**config.mk**
```make
export PLATFORM = sky130hd
export DESIGN_NAME = output_interface
export DESIGN_NICKNAME = d
export VERILOG_FILES = /design/src/rtl/router_pkg.sv /design/src/rtl/rr_arbiter4.sv /design/src/rtl/output_interface.sv
export SDC_FILE = /design/constraint.sdc
export NUM_CORES = 1
export LEC_CHECK = 0
export CELL_PAD_IN_SITES_DETAIL_PLACEMENT = 1
export CELL_PAD_IN_SITES_GLOBAL_PLACEMENT = 1
export CORE_AREA = 4 4 148 150
export CTS_BUF_LIST = sky130_fd_sc_hd__clkbuf_2
export CTS_CLUSTER_SIZE = 20
export DETAILED_ROUTE_END_ITERATION = 10
export DIE_AREA = 0 0 152 154
export GPL_TIMING_DRIVEN = 0
export PLACE_DENSITY = 0.92
export SLEW_MARGIN = 0
export SYNTH_ARGS = -nofsm -noshare
export SYNTH_HDL_FRONTEND = slang
export SYNTH_SLANG_ARGS = --single-unit
```
**constraint.sdc**
```tcl
create_clock -name clk -period 4.9 [get_ports clk]
set_clock_uncertainty 0.1 [all_clocks]
set_input_delay 0.98 -clock clk [delete_from_list [all_inputs] [get_ports clk]]
set_output_delay 0.98 -clock clk [all_outputs]
set_load 0.01 [all_outputs]
```
**src/rtl/router_pkg.sv**
```systemverilog
// Shared router definitions: flit width, one-hot output direction codes and
// flit header field layout, plus small helpers for reading header fields.
package router_pkg;

    localparam int unsigned DATA_WIDTH = 64;
    localparam int unsigned DIR_WIDTH  = 5;
    localparam int unsigned NUM_REQ    = 4;
    localparam int unsigned RR_WIDTH   = 2;
    localparam int unsigned CNT_WIDTH  = 16;

    // One-hot output direction codes
    localparam logic [DIR_WIDTH-1:0] DIR_L  = 5'b00001;
    localparam logic [DIR_WIDTH-1:0] DIR_R  = 5'b00010;
    localparam logic [DIR_WIDTH-1:0] DIR_U  = 5'b00100;
    localparam logic [DIR_WIDTH-1:0] DIR_D  = 5'b01000;
    localparam logic [DIR_WIDTH-1:0] DIR_PE = 5'b10000;

    // Flit header field positions
    localparam int unsigned HDR_VALID_BIT = 63;
    localparam int unsigned HDR_RTYPE_HI  = 62;
    localparam int unsigned HDR_RTYPE_LO  = 61;
    localparam int unsigned HDR_DEST_HI   = 55;
    localparam int unsigned HDR_DEST_LO   = 48;

    // Flit layout as a packed payload
    typedef struct packed {
        logic        valid;
        logic [1:0]  rtype;
        logic [4:0]  rsvd;
        logic [7:0]  dest;
        logic [47:0] payload;
    } flit_t;

    // Destination field of a raw flit
    function automatic logic [7:0] flit_dest(input logic [DATA_WIDTH-1:0] flit);
        return flit[HDR_DEST_HI:HDR_DEST_LO];
    endfunction

    // Valid bit of a raw flit
    function automatic logic flit_valid(input logic [DATA_WIDTH-1:0] flit);
        return flit[HDR_VALID_BIT];
    endfunction

endpackage

```
**src/rtl/rr_arbiter4.sv**
```systemverilog
// Four-way round-robin arbiter, purely combinational.
//   req   : request vector, bit i = requester i+1
//   ptr   : index of the highest-priority requester
//   en    : when low no grant is issued
//   grant : one-hot grant (or zero)
//   idx   : index of the winner (meaningful only when grant != 0)
module rr_arbiter4
    import router_pkg::*;
(
    input  logic [NUM_REQ-1:0]  req,
    input  logic [RR_WIDTH-1:0] ptr,
    input  logic                en,
    output logic [NUM_REQ-1:0]  grant,
    output logic [RR_WIDTH-1:0] idx
);

    logic                found;
    logic [RR_WIDTH-1:0] cand;

    // Scan ptr, ptr+1, ptr+2, ptr+3 (mod 4); first active requester wins
    always_comb begin
        grant = '0;
        idx   = '0;
        found = 1'b0;
        cand  = '0;
        for (int unsigned i = 0; i < NUM_REQ; i++) begin
            cand = RR_WIDTH'(ptr + RR_WIDTH'(i));
            if (en && !found && req[cand]) begin
                grant[cand] = 1'b1;
                idx         = cand;
                found       = 1'b1;
            end
        end
    end

endmodule

```
**src/rtl/output_interface.sv**
```systemverilog
// Per-direction output stage of the mesh router. Arbitrates round-robin among
// the four input interfaces that may target this direction, holds the winner
// in a one-flit buffer and hands it downstream over the so/ri handshake.
//   clk, rst            : clock, asynchronous active-low reset
//   req_1..req_4        : one-hot route requests from input interfaces
//   datai_1..datai_4    : flits offered by the input interfaces
//   ri                  : downstream ready
//   so, datao           : registered valid flag and flit toward downstream
//   buf_clear_1..4      : combinational grant back to the winning input
//   tx_count            : registered count of delivered flits (wraps)
module output_interface
    import router_pkg::*;
#(
    parameter int unsigned          DATA_WIDTH = router_pkg::DATA_WIDTH,
    parameter logic [DIR_WIDTH-1:0] DIRECTION  = DIR_L
) (
    input  logic                  clk,
    input  logic                  rst,
    input  logic [DIR_WIDTH-1:0]  req_1,
    input  logic [DIR_WIDTH-1:0]  req_2,
    input  logic [DIR_WIDTH-1:0]  req_3,
    input  logic [DIR_WIDTH-1:0]  req_4,
    input  logic [DATA_WIDTH-1:0] datai_1,
    input  logic [DATA_WIDTH-1:0] datai_2,
    input  logic [DATA_WIDTH-1:0] datai_3,
    input  logic [DATA_WIDTH-1:0] datai_4,
    input  logic                  ri,
    output logic                  so,
    output logic [DATA_WIDTH-1:0] datao,
    output logic                  buf_clear_1,
    output logic                  buf_clear_2,
    output logic                  buf_clear_3,
    output logic                  buf_clear_4,
    output logic [CNT_WIDTH-1:0]  tx_count
);

    logic                  full;
    logic [DATA_WIDTH-1:0] out_buf;
    logic [RR_WIDTH-1:0]   rr;
    logic [CNT_WIDTH-1:0]  tx_cnt;

    logic [NUM_REQ-1:0]    active;
    logic [NUM_REQ-1:0]    grant;
    logic [RR_WIDTH-1:0]   win_idx;
    logic                  win;
    logic                  drain;
    logic                  can_accept;
    logic [DATA_WIDTH-1:0] win_data;

    // A requester is active only if it routes toward this direction
    assign active = {|(req_4 & DIRECTION), |(req_3 & DIRECTION),
                     |(req_2 & DIRECTION), |(req_1 & DIRECTION)};

    // Delivery happens at the edge where the buffer is full and downstream ready
    assign drain      = full & ri;
    assign can_accept = ~full | drain;

    rr_arbiter4 u_arb (
        .req   (active),
        .ptr   (rr),
        .en    (can_accept),
        .grant (grant),
        .idx   (win_idx)
    );

    assign win = |grant;

    // Datapath select of the winning flit
    always_comb begin
        win_data = datai_1;
        case (win_idx)
            2'd0: win_data = datai_1;
            2'd1: win_data = datai_2;
            2'd2: win_data = datai_3;
            2'd3: win_data = datai_4;
        endcase
    end

    // Buffer, handshake state, priority pointer and delivery counter
    always_ff @(posedge clk or negedge rst) begin
        if (!rst) begin
            full    <= 1'b0;
            out_buf <= '0;
            rr      <= '0;
            tx_cnt  <= '0;
        end else begin
            if (drain) begin
                tx_cnt <= tx_cnt + CNT_WIDTH'(1);
            end
            // A new winner overwrites a draining flit, giving one flit per cycle
            if (win) begin
                out_buf <= win_data;
                full    <= 1'b1;
                rr      <= RR_WIDTH'(win_idx + RR_WIDTH'(1));
            end else if (drain) begin
                full    <= 1'b0;
            end
        end
    end

    assign so       = full;
    assign datao    = out_buf;
    assign tx_count = tx_cnt;

    // Grants are forced low while reset is held
    assign buf_clear_1 = grant[0] & rst;
    assign buf_clear_2 = grant[1] & rst;
    assign buf_clear_3 = grant[2] & rst;
    assign buf_clear_4 = grant[3] & rst;

endmodule

```
==> results_dict.tcl, run 1 <==
set metrics [dict create \
    status "complete, no violations" \
    fillers 2273 \
    die_x_um 152 \
    synth-edff-count 0 \
    multiInputGateArea_um2 3000 \
    p_leak_nw 4.15 \
    power_frac_seq 0.183 \
    grt_max_degree 51 \
    postCtsHoldBufs 0 \
    fin_crit_ns 4.78 \
    clockRootBuffer "clkbuf_2" \
    synth_warnings 0 \
    hold_path_class "in -> async" \
    antenna_found_initial 1 \
    p_int_w 0.00390 \
    post-route-util 0.461 \
    synth-seq-cells 83 \
    async_flop_share 1.00 \
    num_rows 53 \
    cts_tree "yes" \
    netlist_area_um2 5480 \
    cp_slowest_cell "mux4_2" \
    synth_area_per_cell_um2 11.3 \
    criticalPathCategory "in -> out" \
    synthFlopType "dfrtp_1" \
    crit_chain "clkdlybuf4s50_1, mux4_2, or3b_1, a21oi_4, a221o_1, and2_1, clkdlybuf4s50_1" \
    wl_per_cell_um 21.0 \
    tightestPinTransition_ns 1.09 \
    hpwlAfterDp_um 19000 \
    clkTransAtPathRegs_ns 0.28 \
    dr_wl_met3_um 1530 \
    cts_buffer_depth 2 \
    regArea_um2 2080 \
    die-height_um 154 \
    netlist.area_leader.share 0.379 \
    hold_viol 0 \
    synth_cells 485 \
    cp-start-kind "input port" \
    gr-total-overflow 0 \
    drtAntennaViolNets 0 \
    grt_pass1_wl_um 35700 \
    rsz0062_at_grt "true" \
    area_delta_synth_final_pct 74.0 \
    max_slew_margin 0.273 \
    fp.dieArea_um2 23400 \
    finalWirelength_um 23700 \
    post-synth-top-area-cell "dfrtp_1" \
    final_cells 1127 \
    p_switching_w 0.00276 \
    final.period_utilization 0.975 \
    finalSetupViolCount 0 \
    first_global_vias 6196 \
    cts_buffers 9 \
    power.density_nw_per_um2 700 \
    clock_latency_ns 0.56 \
    dr.max_layer_used "met4" \
    clock.fmax_mhz 209 \
    drc 0 \
    drtIter0Drc 457 \
    initial_utilization 0.265 \
    crit_fanout 9 \
    synth_area_leaders "dfrtp_1 38%, mux2i_1 12%, a222oi_1 12%" \
    ir_drop_v 0.000375 \
    clkSinkCount 83 \
    grt.total_usage 0.194 \
    wl_met2_um 12500 \
    io-pin-count 364 \
    vias_per_cell 4.96 \
    clock_power_share 0.069 \
    synth_nets 777 \
    portBuffers 347 \
    drive_above_1_share 0.126 \
    nets 1137 \
    endpoint_kind "primary output" \
    power_frac_comb 0.748 \
    place_inst 1108 \
    cpPeakStageDelay_ns 0.67 \
    first_pass_iters 6 \
    drv_cap 0 \
    swShare 0.414 \
    wl_met1_um 9210 \
    drv_slew 0 \
    core_area_um2 20700 \
    ys_seq_area_frac 0.379 \
    required_ns 3.82 \
    path_common_cell "clkdlybuf4s50_1" \
    htreeDepth 3 \
    route.vias.total 5588 \
    ys_types 35 \
    cp.arrival_ns 3.70 \
    finalWeightedCongestion 0.938 \
]
[cell type report]
type                       instances  area share
tap                              275      0.0361
multi-input combinational        294       0.314
timing repair buffer             350       0.369
clock buffer                       9     0.00473
sequential                        83       0.218
inverter                          68      0.0268
antenna                            2    0.000525
clock inverter                     7      0.0110
buffer                            39      0.0197
[flip-flops by register name, summed over array words and instances (netlist names)]
register	cells
datao	64
tx_count	16
rr	2
so	1
[power by group through the flow]
stage | clock [W] | combinational [W] | sequential (W)
after floorplan | 0 | 0.00313 | 0.00134
after global placement | 0 | 0.00485 | 0.00122
after detailed placement | 0 | 0.00500 | 0.00124
after CTS | 0.000484 | 0.00506 | 0.00122
after global routing | 0.000510 | 0.00538 | 0.00126
final | 0.000459 | 0.00499 | 0.00122
[synthesized netlist by cell type, types with 5 or more instances]
cell type and number:
xnor2_1 12, dfrtp_1 83, a222oi_1 64, buf_1 5, ha_1 13, nor2_1 5, inv_1 68, and2_1 10
clkbuf_1 27, nand3_1 7, mux2_4 29, mux2_2 39, mux2i_1 67, nand2_1 9
[timing repair]
action / 4_1_cts / 5_1_grt
setup endpoints to repair: 68 / 7
gates resized for setup: 8 / 2
setup buffers: 2 / 0
[kinds of logic (layout without fill, tap and decap cells)]
family | Yosys count | in the layout | synth area share
compound gates | 82 | 82 | 0.142
xor+xnor | 15 | 15 | 0.0240
fa+ha+maj | 13 | 13 | 0.0297
buf+inv | 108 | 473 | 0.0804
flops | 83 | 83 | 0.379
mux | 139 | 139 | 0.299
other cells | 0 | 2 | 0
simple gates | 45 | 45 | 0.0464
[metrics by stage]
stage	worst slack (ns)	area, um2	total power [W]	TNS (ns)	hold WS [ns]
6_report	0.123	9530	0.00667	0	0.220
3_5_place_dp	-0.664	9320	0.00624	-35.75	0.369
3_3_place_gp	-1.54	9290	0.00607	-82.30	0.362
5_1_grt	-0.00363	9530	0.00714	-0.00388	0.156
2_1_floorplan	0.793	5480	0.00447	0	0.408
4_1_cts	0.0745	9510	0.00677	0	0.145
[path summary, 6_finish.rpt]
path                                          start                       end  slack (ns)  cells past startpoint
setup / recovery                           req_4[0]               buf_clear_2        0.12                      7
max in group asynchronous                       rst     datao[52]$_DFFE_PN0P_        3.79                      2
hold reg to reg            tx_count[15]$_DFFE_PN0P_  tx_count[15]$_DFFE_PN0P_        0.39                      1
min in group clk           tx_count[15]$_DFFE_PN0P_  tx_count[15]$_DFFE_PN0P_        0.39                      1
setup reg to reg                  rr[0]$_DFFE_PN0P_     datao[44]$_DFFE_PN0P_        0.31                     15
hold / removal                                  rst     datao[21]$_DFFE_PN0P_        0.22                      1
[critical path: cells and delay by family]
family / cells / cell delay [ns]
AO/OA/AOI/OAI: 2 / 0.37
buffers and inverters: 2 / 1.10
multiplexers: 1 / 0.67
AND/OR/NAND/NOR: 2 / 0.58
[cell usage in the layout (no fill, tap or decap), types with 10 or more instances in the layout]
cell,Yosys,layout
mux2_4,29,29
and2_1,10,10
clkbuf_1,27,25
mux2_2,39,39
dfrtp_1,83,82
xnor2_1,12,12
mux2i_1,67,67
a222oi_1,64,64
clkdlybuf4s50_1,0,346
inv_1,68,68
ha_1,13,12
[routing by layer]
metal	global-route usage	vias to the layer above
met5	0	-
met4	0.0535	0
met3	0.0535	31
met2	0.362	255
met1	0.215	2748
li1	-	2554
(Power assumes the default switching activity.)
==> inputs of run 2 (changes only) <==
- ABC_AREA: default -> 1
- CORE_AREA: 4 4 148 150 -> 4 4 157 159
- DIE_AREA: 0 0 152 154 -> 0 0 161 163
==> results_dict.tcl, run 2 <==
set metrics [dict create \
    status "complete, no violations" \
    stdcell_area_um2 9780 \
    drv_cap 0 \
    synth.area.mux_share 0.00197 \
    first_pass_iters 5 \
    synth_area_leaders "dfrtp_1 36%, nand2_1 20%, a32oi_1 9.8%" \
    finalWorstSetupSlack_ns 0.478 \
    fin_crit_ns 4.42 \
    grt_max_degree 46 \
    synth_nets 1098 \
    ys_types 30 \
    drtAntennaViolNets 0 \
    synth-edff-count 0 \
    drc 0 \
    ir_drop_v 0.000440 \
    hold_viol 0 \
    power_frac_comb 0.804 \
    required_ns 5.33 \
    grt_pass1_wl_um 42200 \
    synth_warnings 0 \
    post-synth-top-area-cell "dfrtp_1" \
    largest_reg_flops 64 \
    endpoint_kind "flip-flop" \
    wl_per_cell_um 18.6 \
    power.density_nw_per_um2 909 \
    fillers 2893 \
    portBuffers 347 \
    htreeDepth 3 \
    rsz0062_at_grt "false" \
    initial_utilization 0.246 \
    first_global_vias 7743 \
    cts_buffers 9 \
    place_inst 1473 \
    busiest_layer "met2" \
    ys_seq_area_frac 0.363 \
    clkSinkCount 83 \
    grt.total_usage 0.203 \
    final_cell_mix "346 x clkdlybuf4s50_1, 298 x nand2_1, 84 x nand3_1" \
    synth_common_cells "298 x nand2_1, 84 x nand3_1, 83 x dfrtp_1" \
    clkTransAtPathRegs_ns 0.28 \
    async_flop_share 1.00 \
    final.period_utilization 0.902 \
    core_area_um2 23300 \
    hold_path_class "in -> async" \
    synth-simple-area-share 0.321 \
    postCtsHoldBufs 0 \
    grt_util_met3 0.0471 \
    grt_util_met1 0.235 \
    p_int_w 0.00388 \
    finalWirelength_um 27700 \
    antenna_found_initial 1 \
    netlist_area_um2 5720 \
    criticalPathCategory "reg -> reg" \
    synth_top_family_by_area "simple AND/OR/NAND/NOR gates" \
    netlist.area_leader.share 0.363 \
    fp.dieArea_um2 26200 \
    synth_xor_area_frac 0.0230 \
    crit_fanout 10 \
    ctsResizeCount 0 \
    clock_power_share 0.051 \
    post-synth-top-count-cell "nand2_1" \
    vias_per_cell 4.80 \
    route.vias.total 7159 \
    total_power_w 0.00888 \
    cts_buffer_depth 2 \
    cp-start-kind "flip-flop" \
    max_slew_margin 0.418 \
    synthFlopType "dfrtp_1" \
    clock_latency_ns 0.54 \
    finalSetupViolCount 0 \
    drtIter0Drc 378 \
    synth-seq-cells 83 \
    clockRootBuffer "clkbuf_2" \
    hpwlAfterDp_um 22600 \
    p_leak_nw 4.40 \
    synth_compound_area_frac 0.155 \
    synth_cells 806 \
    io-pin-count 364 \
    tightestPinTransition_ns 0.873 \
    use_met2 0.373 \
    power_frac_seq 0.144 \
    final_common_cell "clkdlybuf4s50_1" \
    gr-total-overflow 0 \
    die-height_um 163 \
    nets 1457 \
    area_delta_synth_final_pct 70.8 \
    p_switching_w 0.00500 \
    die_x_um 161 \
    synth_adder_area_share 0.0284 \
    placed_cell_area_um2 9620 \
    drive_above_1_share 0.0590 \
    final_cells 1490 \
    cts_setup_buffers 0 \
    post-route-util 0.420 \
    clock.fmax_mhz 226 \
    finalWeightedCongestion 0.868 \
    swShare 0.563 \
    synth_area_per_cell_um2 7.10 \
    num_rows 56 \
    cp.arrival_ns 4.86 \
    drv_slew 0 \
    cts_tree "yes" \
    preCtsSetupSlack_ns -0.0655 \
]
[run 2: cell count changes in the layout (fill, tap and decap cells not counted), sizes merged, moves of 64 or more]
cell    delta
nand2    +296
mux2      -67
a222oi    -64
a32oi     +64
nand3     +84
mux2i     -67
[run 2: cell families (layout without fill, tap and decap cells)]
| logic type | count (synthesis) | count (layout) |
|---|---|---|
| multiplexers | 1 | 1 |
| XOR/XNOR | 15 | 15 |
| AND/OR/NAND/NOR | 422 | 422 |
| AO/OA/AOI/OAI | 129 | 129 |
| adder cells (fa/ha/maj) | 13 | 13 |
| flip-flops | 83 | 83 |
| buffers and inverters | 143 | 507 |
| other | 0 | 1 |
[run 2: through the flow]
step / setup TNS (ns) / hold slack [ns]
after CTS: 0 / 0.170
after detailed placement: -0.0977 / 0.370
after global placement: -46.41 / 0.362
after floorplan: 0 / 0.404
final: 0 / 0.245
after global routing: 0 / 0.185
[run 2: cell type report]
cell class | instances | area, um2 | share of cell area
repair buffers | 348 | 3500 | 0.358
clock buffers | 9 | 45.0 | 0.00461
flip-flops and latches | 83 | 2080 | 0.212
diodes | 1 | 2.50 | 0.000256
inverters | 86 | 325 | 0.0333
clock inverters | 7 | 106 | 0.0109
plain buffers | 57 | 294 | 0.0301
multi-input cells | 580 | 3030 | 0.310
well taps | 319 | 399 | 0.0408
[run 2: worst max-delay path: stages (launching register included)]
cell and delay [ns]:
dfrtp_1 0.63, inv_2 0.17, ha_1 0.41, inv_2 0.06
nand3_2 0.11, nand2_2 0.08, inv_2 0.11, nor2_8 0.06
nand2_1 0.08, inv_1 0.07, nor2_1 0.10, nor2_1 0.05
nor2_1 0.27, ha_1 0.20, clkbuf_1 0.63, clkbuf_1 0.65
nand2_1 0.14, a32oi_1 0.30, nand2_1 0.10, nand2_1 0.06
[run 2: path summary, 6_finish.rpt]
| check | from | endpoint | slack (ns) | depth (start not counted) |
|---|---|---|---|---|
| max | rr[1]$_DFFE_PN0P_ | datao[49]$_DFFE_PN0P_ | 0.48 | 19 |
| min | rst | datao[61]$_DFFE_PN0P_ | 0.24 | 1 |
| max reg2reg | rr[1]$_DFFE_PN0P_ | datao[49]$_DFFE_PN0P_ | 0.48 | 19 |
| min reg2reg | tx_count[15]$_DFFE_PN0P_ | tx_count[15]$_DFFE_PN0P_ | 0.40 | 1 |
| max in group asynchronous | rst | datao[20]$_DFFE_PN0P_ | 3.79 | 2 |
| min in group clk | tx_count[15]$_DFFE_PN0P_ | tx_count[15]$_DFFE_PN0P_ | 0.40 | 1 |
[run 2: metal layers]
metal	vias up	part of all wire
li1	3389	-
met1	3446	0.40
met2	274	0.51
met3	50	0.064
met4	0	0.026
met5	-	0
[run 2: power groups by stage]
stage,Clock [W],Combinational (W),Sequential [W]
CTS,0.000482,0.00726,0.00128
detailed placement,0,0.00723,0.00130
finish,0.000457,0.00714,0.00128
floorplan,0,0.00431,0.00140
global placement,0,0.00699,0.00127
global route,0.000510,0.00803,0.00131
==> inputs of run 3 (changes only) <==
- SETUP_SLACK_MARGIN: default -> 0.2
==> results_dict.tcl, run 3 (synthesis results as in run 2) <==
set metrics [dict create \
    final_common_cell "clkdlybuf4s50_1" \
    required_ns 5.33 \
    crit_fanout 10 \
    power.density_nw_per_um2 909 \
    tightestPinTransition_ns 0.855 \
    p_leak_nw 4.41 \
    drv_slew 0 \
    hold_path_class "in -> async" \
    ir_drop_v 0.000443 \
    io-pin-count 364 \
    portBuffers 347 \
    status "complete, no violations" \
    gr-total-overflow 0 \
    path_delay_family "buffers and inverters" \
    nets 1457 \
    finalWeightedCongestion 0.868 \
    die-height_um 163 \
    cts_buffers 9 \
    final_cell_mix "346 x clkdlybuf4s50_1, 298 x nand2_1, 84 x nand3_1" \
    vias_per_cell 4.80 \
    wl_met2_um 14300 \
    rsz0062_at_grt "false" \
    drtIter0Drc 360 \
    cts_setup_buffers 0 \
    crit_chain "inv_2, ha_1, inv_2, nand3_2, nand2_2, inv_2, nor2_8, nand2_1, inv_1, nor2_1, nor2_1, nor2_1, inv_1, ha_1, clkbuf_1, clkbuf_1, a21oi_1, a32oi_1, nand2_1, nand2_1" \
    antenna_found_initial 1 \
    wl_per_cell_um 18.6 \
    first_global_vias 7743 \
    dr_wl_met3_um 1680 \
    power_frac_comb 0.804 \
    hpwlAfterDp_um 22600 \
    drc 0 \
    placed_cell_area_um2 9620 \
    die_x_um 161 \
    endpoint_kind "flip-flop" \
    post-route-util 0.420 \
    hold_viol 0 \
    path_buf_inv 7 \
    area_delta_synth_final_pct 70.8 \
    crit_start "rr[1]$_DFFE_PN0P_" \
    route.vias.total 7155 \
    cts_buffer_depth 2 \
    grt.total_usage 0.203 \
    clock.fmax_mhz 231 \
    clkSinkCount 83 \
    finalSetupViolCount 0 \
    grt_pass1_wl_um 42200 \
    crit_end "datao[48]$_DFFE_PN0P_" \
    drive_above_1_share 0.0615 \
    power_frac_seq 0.144 \
    p_switching_w 0.00500 \
    drv_cap 0 \
    worstRegToRegCells 20 \
    first_pass_iters 5 \
    htreeDepth 3 \
    clkTransAtPathRegs_ns 0.27 \
    swShare 0.562 \
    cts_tree "yes" \
    drtAntennaViolNets 0 \
    dr.max_layer_used "met4" \
    cp.arrival_ns 4.77 \
    p_int_w 0.00389 \
    fp.dieArea_um2 26200 \
    num_rows 56 \
    cp_slowest_cell "clkbuf_1" \
    clock_latency_ns 0.54 \
    initial_utilization 0.246 \
    stdcell_area_um2 9780 \
    core_area_um2 23300 \
    fin_crit_ns 4.34 \
    fin_tns_setup_ns 0 \
    clockRootBuffer "clkbuf_2" \
    fillers 2894 \
    final.period_utilization 0.885 \
    r2r-end "datao[48]$_DFFE_PN0P_" \
    timing.rr.start "rr[1]$_DFFE_PN0P_" \
    path_depth 20 \
    cp-start-kind "flip-flop" \
    largest_reg_flops 64 \
    wl_met1_um 11000 \
    max_slew_margin 0.430 \
    rrSetupSlack_ns 0.56 \
    finalWirelength_um 27700 \
    criticalPathCategory "reg -> reg" \
    clock_power_share 0.051 \
    grt_max_degree 46 \
    cpPeakStageDelay_ns 0.64 \
]
run 3: changes by cell type in the layout (fill, tap and decap cells not counted), sizes merged:
cell    before  now
clkbuf      39   38
buf         29   30
run 3: power by group through the flow:
stage	sequential, W	clock (W)	combinational (W)
detailed placement	0.00130	0	0.00723
finish	0.00128	0.000457	0.00715
floorplan	0.00140	0	0.00431
CTS	0.00128	0.000482	0.00726
global route	0.00131	0.000510	0.00804
global placement	0.00127	0	0.00699
run 3: worst min path at each step:
stage | endpoint | slack (ns) | cells past startpoint
after floorplan | tx_count[15]$_DFFE_PN0P_ | 0.40 | 1
after global placement | tx_count[15]$_DFFE_PN0P_ | 0.36 | 1
after detailed placement | tx_count[15]$_DFFE_PN0P_ | 0.37 | 1
after CTS | datao[46]$_DFFE_PN0P_ | 0.17 | 1
after global routing | datao[61]$_DFFE_PN0P_ | 0.18 | 1
final | datao[61]$_DFFE_PN0P_ | 0.25 | 1
run 3: metal layers:
metal / vias up / global-route usage
li1: 3389 / -
met1: 3466 / 0.235
met2: 250 / 0.373
met3: 50 / 0.0471
met4: 0 / 0.0644
met5: - / 0
run 3: worst register-to-register path, cell delays in order (launching register included):
cell and delay, ns:
dfrtp_1 0.63, inv_2 0.17, ha_1 0.39, inv_2 0.09, nand3_2 0.12, nand2_2 0.11
inv_2 0.07, nor2_8 0.16, nand2_1 0.09, inv_1 0.10, nor2_1 0.05, nor2_1 0.09
nor2_1 0.10, inv_1 0.09, ha_1 0.14, clkbuf_1 0.64, clkbuf_1 0.56, a21oi_1 0.15
a32oi_1 0.29, nand2_1 0.11, nand2_1 0.06
run 3: repair_timing:
item                       4_1_cts  5_1_grt
setup endpoints to repair        0       10
resized for setup                0        8
hold buffers                     0        0
run 3: layout make-up:
| class | count | area [um2] | share of cell area |
|---|---|---|---|
| antenna | 1 | 2.50 | 0.000256 |
| buffer | 57 | 298 | 0.0305 |
| clock buffer | 9 | 45.0 | 0.00461 |
| clock inverter | 7 | 106 | 0.0109 |
| inverter | 86 | 325 | 0.0333 |
| multi-input combinational | 580 | 3030 | 0.310 |
| sequential | 83 | 2080 | 0.212 |
| tap | 319 | 399 | 0.0408 |
| timing repair buffer | 348 | 3500 | 0.358 |
run 3: stage by stage:
| stage | instances | hold slack (ns) | power, W | worst slack [ns] |
|---|---|---|---|---|
| floorplan | 806 | 0.404 | 0.00571 | 1.80 |
| global route | 1490 | 0.185 | 0.00986 | 0.213 |
| global placement | 1472 | 0.362 | 0.00827 | -1.41 |
| finish | 1490 | 0.253 | 0.00889 | 0.565 |
| CTS | 1489 | 0.170 | 0.00902 | 0.281 |
| detailed placement | 1473 | 0.370 | 0.00853 | -0.0655 |
